<file path="src/rtl/axis_byte_packer_32.sv">
// rtl/axis_byte_packer_32.sv - packs an 8-bit AXI-Stream into MSB-first 32-bit words with tkeep
// Optional per-packet statistics enabled by defining AXIS_PACK_STATS_EN.
`timescale 1ns/1ps
module axis_byte_packer_32 #(
    parameter logic [7:0] PAD_BYTE  = 8'h00,
    parameter int         LEN_WIDTH = 16
) (
    input  logic        aclk,
    input  logic        aresetn,
    input  logic [7:0]  s_axis_tdata,
    input  logic        s_axis_tvalid,
    input  logic        s_axis_tlast,
    output logic        s_axis_tready,
    output logic [31:0] m_axis_tdata,
    output logic [3:0]  m_axis_tkeep,
    output logic        m_axis_tlast,
    output logic        m_axis_tvalid,
    input  logic        m_axis_tready
`ifdef AXIS_PACK_STATS_EN
    ,
    output logic [31:0]          pkt_count,
    output logic [LEN_WIDTH-1:0] last_pkt_bytes
`endif
);

    if (LEN_WIDTH < 1) begin : g_len_check
        $error("LEN_WIDTH must be at least 1");
    end

    typedef enum logic {IDLE, FILL} state_t;

    state_t      state;
    state_t      state_next;
    logic [1:0]  lane;
    logic [23:0] acc;
    logic        accept;
    logic        complete;
    logic [31:0] word_next;
    logic [3:0]  keep_next;

    always_ff @(posedge aclk or negedge aresetn) begin
        if (!aresetn) begin
            state <= IDLE;
        end else begin
            state <= state_next;
        end
    end

    always_comb begin
        state_next = state;
        if (complete) begin
            state_next = IDLE;
        end else if (accept) begin
            state_next = FILL;
        end
    end

    always_comb begin
        s_axis_tready = !m_axis_tvalid || m_axis_tready;
        accept        = s_axis_tvalid && s_axis_tready;
        complete      = accept && ((lane == 2'd3) || s_axis_tlast);
    end

    // Earlier bytes of the word come from acc; unfilled lanes get PAD_BYTE.
    always_comb begin
        word_next = {s_axis_tdata, {3{PAD_BYTE}}};
        keep_next = 4'h8;
        case (lane)
            2'd1: begin
                word_next = {acc[23:16], s_axis_tdata, {2{PAD_BYTE}}};
                keep_next = 4'hC;
            end
            2'd2: begin
                word_next = {acc[23:8], s_axis_tdata, PAD_BYTE};
                keep_next = 4'hE;
            end
            2'd3: begin
                word_next = {acc, s_axis_tdata};
                keep_next = 4'hF;
            end
            default: begin
                word_next = {s_axis_tdata, {3{PAD_BYTE}}};
                keep_next = 4'h8;
            end
        endcase
    end

    always_ff @(posedge aclk or negedge aresetn) begin
        if (!aresetn) begin
            lane          <= 2'd0;
            acc           <= 24'd0;
            m_axis_tdata  <= 32'd0;
            m_axis_tkeep  <= 4'd0;
            m_axis_tlast  <= 1'b0;
            m_axis_tvalid <= 1'b0;
        end else begin
            if (accept && !complete) begin
                case (lane)
                    2'd0:    acc[23:16] <= s_axis_tdata;
                    2'd1:    acc[15:8]  <= s_axis_tdata;
                    default: acc[7:0]   <= s_axis_tdata;
                endcase
                lane <= lane + 2'd1;
            end
            if (complete) begin
                lane          <= 2'd0;
                m_axis_tdata  <= word_next;
                m_axis_tkeep  <= keep_next;
                m_axis_tlast  <= s_axis_tlast;
                m_axis_tvalid <= 1'b1;
            end else if (m_axis_tvalid && m_axis_tready) begin
                m_axis_tvalid <= 1'b0;
            end
        end
    end

`ifdef AXIS_PACK_STATS_EN
    logic [LEN_WIDTH-1:0] byte_cnt;
    logic [LEN_WIDTH-1:0] byte_cnt_inc;

    assign byte_cnt_inc = (&byte_cnt) ? byte_cnt : byte_cnt + 1'b1;

    always_ff @(posedge aclk or negedge aresetn) begin
        if (!aresetn) begin
            pkt_count      <= 32'd0;
            last_pkt_bytes <= '0;
            byte_cnt       <= '0;
        end else begin
            if (m_axis_tvalid && m_axis_tready && m_axis_tlast) begin
                pkt_count <= pkt_count + 32'd1;
            end
            if (accept) begin
                if (s_axis_tlast) begin
                    last_pkt_bytes <= byte_cnt_inc;
                    byte_cnt       <= '0;
                end else begin
                    byte_cnt <= byte_cnt_inc;
                end
            end
        end
    end
`endif

endmodule

</file>
<file path="config.mk">
export PLATFORM = sky130hd
export DESIGN_NAME = axis_byte_packer_32
export DESIGN_NICKNAME = d
export VERILOG_FILES = /design/src/rtl/axis_byte_packer_32.sv
export SDC_FILE = /design/constraint.sdc
export NUM_CORES = 1
export LEC_CHECK = 0
export ABC_AREA = 0
export CORE_ASPECT_RATIO = 0.7
export CORE_UTILIZATION = 40
export CTS_CLUSTER_SIZE = 40
export DETAILED_ROUTE_END_ITERATION = 7
export PLACE_DENSITY = 0.72
export SLEW_MARGIN = 25
export SYNTH_ARGS = -nofsm -noshare
export SYNTH_HDL_FRONTEND = slang
export SYNTH_SLANG_ARGS = --single-unit
</file>
<file path="constraint.sdc">
create_clock -name aclk -period 2.05 [get_ports aclk]
set_input_delay 0.205 -clock aclk [delete_from_list [all_inputs] [get_ports aclk]]
set_output_delay 0.205 -clock aclk [all_outputs]
set_load 0.05 [all_outputs]
</file>
# Yosys cells after proc, flatten, opt, wreduce, memory -nomap -nowiden
# Index checks and enable logic that the tools add are counted.
[classes]
addsub = 1
bitwise = 1
mux = 6
eq_ne = 3
reduce_logical = 15
[ops]
columns = ["operator", "n"]
rows = [
  ["$pmux W32 S3", 1],
  ["$pmux W3 S3", 1],
  ["$reduce_and A2 Y1", 3],
  ["$eq A2 B2 Y1 const B", 2],
  ["$logic_and A1 B1 Y1", 4],
  ["$mux W2", 2],
  ["$reduce_bool A2 Y1", 2],
  ["$add A2 B1 Y2 const B", 1],
  ["$eq A2 B1 Y1 const B", 1],
  ["$logic_not A1 Y1", 2],
  ["$logic_not A2 Y1", 1],
  ["$logic_or A1 B1 Y1", 2],
  ["$mux W1", 2],
  ["$reduce_or A2 Y1", 1],
  ["$not A1 Y1", 1],
]
[totals]
word_cells = 34
reg_bits = 64
output_inout_bits = 39
input_bits = 13

# Longest topological paths before layout
[depth]
depth_word = 8
mapped_depth = 7
depth_no_buf = 5

# Worst setup path after synthesis
# No wires, ideal clock.
[synth_path]
path_type = "register to register"
from = "register m_axis_tvalid"
to = "register acc[10]"
path_buffers = 0
t_required_ps = 1925
arrival_ps = 1765
path_stages_with_launch = 5
period_less_slack_ps = 1890
slack_ps = 160
setup_ps = 125
path_cell_list = "dfrtp_1 nor2b_1 inv_2 nand4_2 mux2_2"
[synth_via]
elab_chain_cells = 7
[synth_rtl]
columns = ["item", "line_no", "source"]
rows = [
  ["start, declared", "17", "output logic m_axis_tvalid,"],
  ["start signal, assigned", "95", "m_axis_tvalid <= 1'b0;"],
  ["start signal, assigned", "110", "m_axis_tvalid <= 1'b1;"],
  ["start signal, assigned", "112", "m_axis_tvalid <= 1'b0;"],
  ["$logic_not A1 Y1 (*)", "59", "s_axis_tready = !m_axis_tvalid || m_axis_tready;"],
  ["$logic_or A1 B1 Y1 (*)", "59", ""],
  ["net s_axis_tready", "13", "output logic s_axis_tready,"],
  ["$logic_and A1 B1 Y1 (*)", "60", "accept = s_axis_tvalid && s_axis_tready;"],
  ["$logic_and A1 B1 Y1", "61", "complete = accept && ((lane == 2'd3) || s_axis_tlast);"],
  ["$logic_not A1 Y1", "97", "if (accept && !complete) begin"],
  ["$logic_and A1 B1 Y1 (*)", "97", ""],
  ["$reduce_and A2 Y1 (no source line) (*)", "--", ""],
  ["end signal, assigned", "100", "2'd1: acc[15:8] <= s_axis_tdata;"],
  ["end, declared", "35", "logic [23:0] acc;"],
]
# The timed path passes the listed nets; every way through them passes the cells marked *.
# A chain may end at the register's enable or synchronous reset.

# Worst setup path in the final report
[layout_path]
from = "register lane[1]"
to = "register acc[8]"
[layout_via]
elab_chain_cells = 6
elab_cells_between_ends = 7
classes_between = "eq/ne (2); reduce/logical (5)"
[layout_rtl]
columns = ["item", "line_no", "source"]
rows = [
  ["start, declared", "34", "logic [1:0] lane;"],
  ["start signal, assigned", "103", "lane <= lane + 2'd1;"],
  ["$eq A2 B2 Y1", "61", ""],
  ["$logic_or A1 B1 Y1", "61", ""],
  ["$logic_and A1 B1 Y1", "61", ""],
  ["$logic_not A1 Y1", "97", ""],
  ["$logic_and A1 B1 Y1", "97", ""],
  ["$reduce_and A2 Y1 (no source line) (*)", "--", ""],
]
# Every way passes the cells marked *; elsewhere a longest branch is shown, timed or not.

==> PnR_summary.wiki <==
{| class="wikitable"
! Metric !! Value
|-
| Result of the run || finished, final reports clean
|-
| Number of global-route vias before repair || 1865
|-
| Kind of capture point of the worst setup path || flop
|-
| Top delay family on crit path || adder cells
|-
| Clock tree from TritonCTS || done
|-
| Critical path arrival || about 2.1 ns
|-
| Count of buffers from port buffering || 51
|-
| Root buffer cell || clkbuf_8
|-
| Post-synth cell types || 30
|-
| GR Util All Layers || between 10% and 20%
|-
| Design internal power || roughly 3.1 mW
|-
| Basic-gate share of the synthesized area counting and, or, nand and nor cells || under 10%
|-
| Number of synthesized flops with an enable pin || 0
|-
| Max-capacitance violation count || 0
|-
| Path length in cells of the critical path || 4
|-
| X dimension of the die || about 100 um
|-
| RSZ-0062 raised after global routing || false
|-
| Most area-consuming cells after synthesis || dfrtp_1 56%, mux2_2 12%, a22o_1 7.7%
|-
| Maximum clock insertion buffer count || 2
|-
| Static power due to leakage || 1.71 nW
|-
| Via count || 1928
|-
| Site row count || 25
|-
| Routed WL || approximately 6000 um
|-
| Main combinational cell family by area after synthesis || multiplexers
|-
| Share of cells above drive strength 1 || around 28%
|-
| Part of the cycle the worst path needs || 90.8%
|-
| Synth async-reset ratio || 100%
|-
| Cell depth of the worst flop-to-flop path || 4
|-
| Minimum clock period after layout || 1.86 ns
|-
| Leading post-synthesis cells by instance count || 64 x dfrtp_1, 31 x mux2_2, 25 x a22o_1
|-
| Comb power frac || just over 40%
|-
| Total core area || 6820 um^2
|-
| Mean instance size in the synthesized netlist || around 14 um^2
|-
| Adder-cell share of the synthesized area || under 10%
|-
| Fmax || ~540 MHz
|-
| Wire length per cell after detailed routing || ~16 um
|-
| Setup repair bufs after CTS || 0
|-
| Antenna violations before repair || 0
|-
| XOR/XNOR Fraction of Synth Area || 0%
|-
| Relative contribution of sequential cells to total power || roughly two fifths
|-
| Clock-pin slew reported for the worst setup and hold paths after clock tree synthesis || 0.07 ns
|-
| Pwr Density || approximately 1300 nW/um^2
|-
| Total number of clock tree sinks || 64
|-
| Worst min-delay path category || in2async
|-
| Initial cell density of the core || between 40% and 50%
|-
| Max-slew violation count || 0
|-
| GPL Wtd Cong || between 0.8 and 0.9
|-
| Final HPWL from detailed placement || approximately 4100 um
|-
| Source-to-sink clock delay at the later pin of the worst-skew pair || approximately 0.34 ns
|-
| Multiplexer area fraction after synthesis || 20.3%
|-
| Final global-route overflow total || 0
|-
| Area occupied by registers || around 1600 um^2
|-
| Endpoints failing hold || 0
|-
| Pre-CTS setup slack || ~0.14 ns
|-
| Cell type with the largest total area after synthesis || dfrtp_1
|-
| Worst hold slack || about 0.38 ns
|-
| Critical path's slowest cell || ha_1
|-
| Synthesis-stage register bit count || 64
|-
| Post-synthesis to final-layout area growth || 29.7%
|-
| Count leader, synth || dfrtp_1
|-
| Final antenna-violating net count || 0
|-
| Ys Warns || 0
|-
| Data required time at the worst endpoint || 2.27 ns
|-
| Fraction of power spent switching nets || approximately 37%
|-
| Setup slack after layout || 0.188 ns
|-
| DIE AREA || 7500 um^2
|-
| DRC violation total after the first TritonRoute iteration || a little over 100
|-
| Filler cell count in the final layout || roughly 600
|-
| Synth Instances || 208
|-
| Number of diodes || 0
|-
| Wire length of the first global-routing pass || about 9600 um
|-
| Netlist Area Pre-Place || roughly 2900 um^2
|-
| Sequential cell area fraction in the yosys report || 56.0%
|-
| Worst slew slack as a fraction of its limit || 62.0%
|-
| Share of the synthesized area in the top cell type || 56.0%
|-
| Number of H-tree levels || 3
|-
| Worst Path Buf+Inv || 1
|-
| Number of nets in the finished design || around 290
|-
| Power dissipated by switching net loads || roughly 1.8 mW
|-
| Worst setup skew after layout || ~0.0053 ns
|-
| Average via count per standard cell || 5.22
|-
| Number of primary I/O pins || 52
|-
| Largest net degree at the start of global routing || 43
|-
| Number of buffers created by CTS || 9
|-
| Height of the die || 72.8 um
|-
| Clock power frac || between 20% and 30%
|-
| Largest vdd supply drop || about 0.00043 V
|-
| Largest fanout on the critical path || 11
|-
| Main synth FF type || dfrtp_1
|-
| Multi-input logic area || approximately 1200 um^2
|-
| Fin Setup TNS || 0 ns
|-
| Cells along the critical path || inv_1 -> ha_1 -> nand4_2 -> mux2_2
|-
| Post-route DRC violation count || 0
|-
| Share of the synthesized area in compound gates (AO/OA/AOI/OAI) || 11.2%
|-
| Measured slew at the worst slew-check pin || 0.566 ns
|-
| Category of the most critical setup path || reg2reg
|-
| # setup viols final || 0
|-
| Critical Path Max Stage Delay || 0.44 ns
|-
| Syn_nets || roughly 230
|-
| Pre-antenna DRT Iters || 4
|-
| Crit start category || flop
|}
cell usage in the layout, fill, tap and decap left out, types with 2 or more instances in the layout:
| master | count |
|---|---|
| buf_12 | 2 |
| mux2i_1 | 8 |
| clkbuf_1 | 2 |
| ha_1 | 6 |
| nor2_1 | 19 |
| buf_4 | 10 |
| a22o_1 | 25 |
| a22oi_1 | 8 |
| mux2_4 | 10 |
| inv_1 | 4 |
| nand4_2 | 3 |
| o21ai_0 | 2 |
| mux2_2 | 31 |
| clkbuf_8 | 12 |
| inv_2 | 2 |
| clkdlybuf4s50_1 | 49 |
| dfrtp_1 | 64 |
layer usage:
layer  GRT usage [%]  share of wire (%)  up-vias
li1                -                  -      885
met3            6.70                5.9        7
met5               0                  0        -
met1            25.8                 51      982
met4            5.16               0.60        0
met2            24.8                 43       54
sequential cells by signal, indices dropped and copies added, names as in the netlist:
name / cells
m_axis_tvalid: 1
m_axis_tkeep: 4
acc: 24
m_axis_tlast: 1
lane: 2
m_axis_tdata: 32
kinds of logic after synthesis:
group / after synthesis
multiplexers: 49
flip-flops: 64
AO/OA/AOI/OAI: 39
buffers and inverters: 18
adder cells (fa/ha/maj): 6
AND/OR/NAND/NOR: 32
power by group through the flow:
stage | logic, mW | registers [mW] | clock network (mW)
detailed placement | 1.95 | 1.91 | 0
global route | 2.07 | 1.94 | 1.08
global placement | 1.92 | 1.90 | 0
floorplan | 0.805 | 2.43 | 0
finish | 1.94 | 1.89 | 0.997
CTS | 1.96 | 1.89 | 1.03
worst paths after layout:
kind	from	end	slack, ns
max in group asynchronous	aresetn	m_axis_tdata[20]$_DFFE_PN0P_	1.05
hold reg to reg	m_axis_tkeep[3]$_DFFE_PN0P_	m_axis_tkeep[3]$_DFFE_PN0P_	0.48
setup / recovery	lane[1]$_DFFE_PN0P_	acc[8]$_DFFE_PN0P_	0.19
hold / removal	aresetn	m_axis_tkeep[2]$_DFFE_PN0P_	0.38
min in group aclk	m_axis_tkeep[3]$_DFFE_PN0P_	m_axis_tkeep[3]$_DFFE_PN0P_	0.48
setup reg to reg	lane[1]$_DFFE_PN0P_	acc[8]$_DFFE_PN0P_	0.19
through the flow:
| step | cell area, um^2 | util, % | std cells | power, mW |
|---|---|---|---|---|
| after floorplan | 2860 | - | 208 | 3.23 |
| after global placement | 3510 | 51.4 | 352 | 3.81 |
| after detailed placement | 3510 | 51.4 | 352 | 3.86 |
| after CTS | 3700 | 54.3 | 369 | 4.88 |
| after global routing | 3710 | 54.4 | 369 | 5.09 |
| final | 3710 | 54.4 | 369 | 4.83 |
layout make-up:
| type | count | share of cell area [%] |
|---|---|---|
| sequential | 64 | 43.2 |
| timing repair buffer | 63 | 16.7 |
| clock inverter | 2 | 0.337 |
| clock buffer | 14 | 4.65 |
| tap | 94 | 3.17 |
| inverter | 6 | 0.607 |
| multi-input combinational | 126 | 31.4 |
timing repair:
action / CTS / global route
gates resized for setup: 0 / 1
endpoints found under the setup margin: 0 / 9
hold buffers: 1 / 0
hold endpoints to repair: 22 / 0
No activity file was read; power rests on OpenSTA's default activity.
